==> config.mk <==
export PLATFORM = sky130hd
export DESIGN_NAME = cp0_timer
export DESIGN_NICKNAME = d
export VERILOG_FILES = /design/src/rtl/cp0_timer.sv
export SDC_FILE = /design/constraint.sdc
export NUM_CORES = 1
export LEC_CHECK = 0
export CAP_MARGIN = 40
export CORE_UTILIZATION = 25
export CTS_BUF_LIST = sky130_fd_sc_hd__clkbuf_4 sky130_fd_sc_hd__clkbuf_8 sky130_fd_sc_hd__clkbuf_16
export DETAILED_ROUTE_END_ITERATION = 7
export SYNTH_ARGS = -nofsm -noshare
export SYNTH_HDL_FRONTEND = slang
export SYNTH_SLANG_ARGS = --single-unit
==> constraint.sdc <==
create_clock -name clk -period 3.3 [get_ports clk]
set_clock_uncertainty 0.2 [all_clocks]
set_input_delay 0.66 -clock clk [delete_from_list [all_inputs] [get_ports clk]]
set_output_delay 0.66 -clock clk [all_outputs]
set_load 0.02 [all_outputs]
==> src/rtl/cp0_timer.sv <==
// CP0 with SR/Cause/EPC/PrID and an optional Count/Compare timer.
// Timer logic is built only when CP0_TIMER_EN is defined.
module cp0_timer #(
  parameter int          HWINT_W   = 6,
  parameter logic [31:0] PRID      = 32'h66666666,
  parameter int          COUNT_DIV = 1
) (
  input  logic               clk,
  input  logic               reset,
  input  logic [4:0]         a,
  input  logic [31:0]        din,
  input  logic               we,
  input  logic [29:0]        pc_int,
  input  logic [4:0]         exc_code,
  input  logic [HWINT_W-1:0] hwint,
  input  logic               bd,
  input  logic               eret,
  output logic [31:0]        dout,
  output logic [31:0]        epc,
  output logic               int_req
);

  if (HWINT_W < 1 || HWINT_W > 6) begin : g_bad_hwint
    $error("HWINT_W must be 1..6");
  end
  if (COUNT_DIV < 1 || COUNT_DIV > 256) begin : g_bad_div
    $error("COUNT_DIV must be 1..256");
  end

  logic [HWINT_W-1:0] im_q, im_d;
  logic [HWINT_W-1:0] ip_q, ip_d;
  logic [HWINT_W-1:0] irq_vec;
  logic               exl_q, exl_d;
  logic               ie_q, ie_d;
  logic               bd_q, bd_d;
  logic [4:0]         exc_q, exc_d;
  logic [31:0]        epc_q, epc_d;
  logic               ti;
  logic               in_exc;
  logic               ext_int;
  logic               wr;
  logic [31:0]        sr;
  logic [31:0]        cause;
  logic [31:0]        cnt_rd;
  logic [31:0]        cmp_rd;

  // mtc0 only takes effect when no entry or eret claims the cycle
  assign wr = we & ~int_req & ~eret;

`ifdef CP0_TIMER_EN
  localparam logic [7:0] DIV_M1 = 8'(COUNT_DIV - 1);

  logic [31:0] count_q, count_d;
  logic [31:0] compare_q, compare_d;
  logic [31:0] count_inc;
  logic [7:0]  presc_q, presc_d;
  logic        ti_q, ti_d;
  logic        tick;

  assign count_inc = count_q + 32'd1;
  assign tick      = (presc_q == DIV_M1);

  always_comb begin
    count_d   = count_q;
    compare_d = compare_q;
    ti_d      = ti_q;
    presc_d   = tick ? 8'd0 : presc_q + 8'd1;
    if (wr && a == 5'd9) begin
      count_d = din;
      presc_d = 8'd0;
    end else if (tick) begin
      count_d = count_inc;
      if (count_inc == compare_q)
        ti_d = 1'b1;
    end
    if (wr && a == 5'd11) begin
      compare_d = din;
      ti_d      = 1'b0;
    end
  end

  always_ff @(posedge clk or negedge reset) begin
    if (!reset) begin
      count_q   <= '0;
      compare_q <= '0;
      presc_q   <= '0;
      ti_q      <= 1'b0;
    end else begin
      count_q   <= count_d;
      compare_q <= compare_d;
      presc_q   <= presc_d;
      ti_q      <= ti_d;
    end
  end

  assign ti     = ti_q;
  assign cnt_rd = count_q;
  assign cmp_rd = compare_q;
`else
  assign ti     = 1'b0;
  assign cnt_rd = '0;
  assign cmp_rd = '0;
`endif

  always_comb begin
    irq_vec            = hwint;
    irq_vec[HWINT_W-1] = hwint[HWINT_W-1] | ti;
  end

  assign in_exc  = (exc_code != 5'd0) & ~exl_q;
  assign ext_int = (|(im_q & irq_vec)) & ie_q & ~exl_q;
  assign int_req = in_exc | ext_int;

  always_comb begin
    sr                   = '0;
    sr[10 +: HWINT_W]    = im_q;
    sr[1]                = exl_q;
    sr[0]                = ie_q;
    cause                = '0;
    cause[31]            = bd_q;
    cause[30]            = ti;
    cause[10 +: HWINT_W] = ip_q;
    cause[6:2]           = exc_q;
  end

  always_comb begin
    im_d  = im_q;
    exl_d = exl_q;
    ie_d  = ie_q;
    bd_d  = bd_q;
    exc_d = exc_q;
    epc_d = epc_q;
    ip_d  = irq_vec;
    if (int_req) begin
      exl_d = 1'b1;
      bd_d  = bd;
      exc_d = ext_int ? 5'd0 : exc_code;
      epc_d = {(bd ? pc_int - 30'd1 : pc_int), 2'b00};
    end else if (eret) begin
      exl_d = 1'b0;
    end else if (wr) begin
      unique case (1'b1)
        a == 5'd12: begin
          im_d  = din[10 +: HWINT_W];
          exl_d = din[1];
          ie_d  = din[0];
        end
        a == 5'd14: epc_d = {din[31:2], 2'b00};
        default: ;
      endcase
    end
  end

  always_ff @(posedge clk or negedge reset) begin
    if (!reset) begin
      im_q  <= '0;
      ip_q  <= '0;
      exl_q <= 1'b0;
      ie_q  <= 1'b0;
      bd_q  <= 1'b0;
      exc_q <= '0;
      epc_q <= '0;
    end else begin
      im_q  <= im_d;
      ip_q  <= ip_d;
      exl_q <= exl_d;
      ie_q  <= ie_d;
      bd_q  <= bd_d;
      exc_q <= exc_d;
      epc_q <= epc_d;
    end
  end

  always_comb begin
    unique case (a)
      5'd9:    dout = cnt_rd;
      5'd11:   dout = cmp_rd;
      5'd12:   dout = sr;
      5'd13:   dout = cause;
      5'd14:   dout = epc_q;
      5'd15:   dout = PRID;
      default: dout = '0;
    endcase
  end

  assign epc = epc_q;

endmodule

==> results by group <==
Outcome
  • Outcome: finished clean

Run
  • Max-Cap Viols: 0

CTS
  • CTS tree: built
  • H-Tree Depth: 2
  • Cts hold-fix bufs: 0
  • Cts bufs inserted: 5
  • # clock sinks: 50
  • Clock Tree Root: clkbuf_16
  • Clock latency on the worst-skew pair: 0.28 ns
  • Worst-path clk slew: 0.07 ns
  • Largest buffer count on any clock path: 2

Synthesis
  • Largest cells by area after synthesis: dfrtp_1 (36%), mux2i_1 (9.7%), o31ai_1 (5.6%)
  • Share of the synthesized area in the top cell type: 35.7%
  • Cell taking the most area after synthesis: dfrtp_1
  • Synthesized area: 0.00351 mm^2
  • Mapped Cells: 374
  • FF+latch count, synth: 50
  • Post-synth EDFFs: 0
  • Post-synthesis async set-or-reset flop share: 100%
  • Seq/Total Area, Yosys: 35.7%
  • Yosys warnings: 0
  • Syn avg cell area: 9.38 um^2
  • Ys flop type: dfrtp_1
  • Post-synthesis cell type count: 46

Drt
  • Post-route DRC: 0
  • Avg WL per Cell: 18.9 um
  • Vias: 3658
  • Routed WL: 13400 um
  • DR vias/cell: 5.15
  • Detailed Route Iter0 Violations: 278
  • Final ANT Viol Nets: 0
  • DRT Pass-1 Iters: 4

Floorplan
  • IO Pins: 148
  • Initial Utilization: 26.1%
  • Die Ht: 120 um
  • Cell Rows: 42
  • Die Span X: 120 um
  • Core area: 0.0135 mm^2
  • Die area: 0.0145 mm^2

Layout
  • Share of layout cells above drive strength 1: 13.5%
  • Area Growth Syn to Fin: 58.2%
  • Utilization after layout: 41.2%
  • Fillcell total: 1341
  • Final net count: 617
  • Leading cell types in the layout, fill and taps excluded: clkdlybuf4s50_1 (116), dfrtp_1 (50), buf_4 (35)
  • Most common cell after layout, fill and taps aside: clkdlybuf4s50_1
  • Ant. Diodes: 0

Critical path
  • Slowest cell on the critical path: clkdlybuf4s50_1
  • Max stage delay on crit path: 0.64 ns
  • CP max FO: 13
  • CP top delay family: buffers and inverters
  • Critical path depth: 5
  • Worst-path cell chain: clkdlybuf4s50_1 -> buf_12 -> nand2_1 -> nor2_2 -> clkdlybuf4s50_1
  • CP Capture Type: output port
  • WS Path Type: input port to output port
  • FF-to-FF path depth: 5
  • CP required: 2.44 ns
  • Buf+Inv Stages, Crit Path: 3
  • CP Launch Type: input port
  • CP most frequent cell: clkdlybuf4s50_1
  • Worst Path Arrival: 2.39 ns

STA
  • Achievable Freq: 0.308 GHz
  • Final setup fails: 0
  • Slew Viols, Final: 0
  • RSZ-0062 raised after global routing: no
  • Worst Max-Slew Pin Slew: 0.839 ns
  • Hold Vio Cnt, Final: 0
  • Rel. slew slack: 44.1%
  • Min Tclk post-route: 3.25 ns
  • Setup ws final: 0.0529 ns
  • Final period util: 98.4%

Power
  • Pleak: 2.42 nW
  • Power Total: 3.32 mW
  • Pwr Density: 599 mW/mm^2
  • Maximum VDD drop: 0.285 mV

Placement
  • Detailed Place HPWL: 11000 um
  • Port Buf Inserts: 145
  • Dpl ws: -0.0962 ns
  • Gpl congestion: 0.885

Global routing
  • GRT overflow: 0
  • Largest net degree at the start of global routing: 37
  • Vias in the first global route: 3707
  • Total Routing Usage GR: 18.7%
  • Initial antenna violation count: 0
  • Global-route wire length before repair: 21000 um

Min path
  • HP Class: input port to async pin
metrics by stage:
stage	cells	hold WS, ns	instance area [um^2]	setup TNS, ns
final	710	0.264	5550	0
after global routing	710	0.299	5550	0
after CTS	710	0.276	5520	0
after detailed placement	702	0.261	5360	-0.431
after global placement	702	0.256	5360	-0.355
after floorplan	375	0.164	3510	0
flip-flops by register name (all words and copies together), names as in the netlist:
| name | count |
|---|---|
| im_q | 6 |
| bd_q | 1 |
| ip_q | 6 |
| exl_q | 1 |
| exc_q | 5 |
| ie_q | 1 |
| epc | 30 |
per-layer routing:
| layer | track usage, % | share of wire, % | up-vias |
|---|---|---|---|
| met4 | 6.64 | 2.6 | 0 |
| met5 | 0 | 0 | - |
| li1 | - | - | 1762 |
| met3 | 2.31 | 5.6 | 18 |
| met1 | 24.9 | 44 | 1767 |
| met2 | 31.2 | 48 | 111 |
cell usage after synthesis, drive strengths merged (11+ instances only):
cell / number
nand2: 13
or4: 18
nor4bb: 15
nor2: 35
nand4: 17
mux2: 11
mux2i: 34
clkbuf: 22
a31oi: 17
xor2: 11
o31ai: 26
dfrtp: 50
report_power, final:
group	switching [mW]	internal (mW)	total, mW
logic	0.822	0.788	1.61
registers	0.267	0.860	1.13
clock network	0.218	0.366	0.584
path summary, 6_finish.rpt:
path / start / end / slack (ns)
worst max-delay path: a[1] / dout[9] / 0.05
worst min-delay path: reset / epc[18] / 0.26
worst max register to register: im_q[0] / epc[22] / 1.09
worst min register to register: exc_q[0] / exc_q[0] / 0.28
max in group asynchronous: reset / epc[25] / 1.99
min in group clk: exc_q[0] / exc_q[0] / 0.28
repair_timing:
action                     in CTS  in global routing
setup buffers                   0                  0
pin swaps                       1                  0
cloned                          0                  0
setup endpoints to repair      17                 13
resized for setup              17                 13
logic make-up (layout without fill, tap and decap cells):
| kind of cell | Yosys count | after routing | synth area share (%) |
|---|---|---|---|
| adder cells (fa/ha/maj) | 1 | 1 | 0.357 |
| XOR/XNOR | 14 | 14 | 3.50 |
| flip-flops | 50 | 50 | 35.7 |
| AND/OR/NAND/NOR | 153 | 153 | 28.3 |
| multiplexers | 45 | 45 | 13.2 |
| AO/OA/AOI/OAI | 74 | 74 | 14.6 |
| buffers and inverters | 36 | 195 | 4.25 |
| other | 1 | 2 | 0.107 |
cell type report:
class	instances	area [um^2]	area share [%]
clock buffers	6	133	2.39
clock inverters	2	37.5	0.677
inverters	5	18.8	0.338
multi-input cells	289	2120	38.3
flip-flops and latches	50	1250	22.6
well taps	176	220	3.97
repair buffers	182	1760	31.8
(Power assumes the default switching activity.)
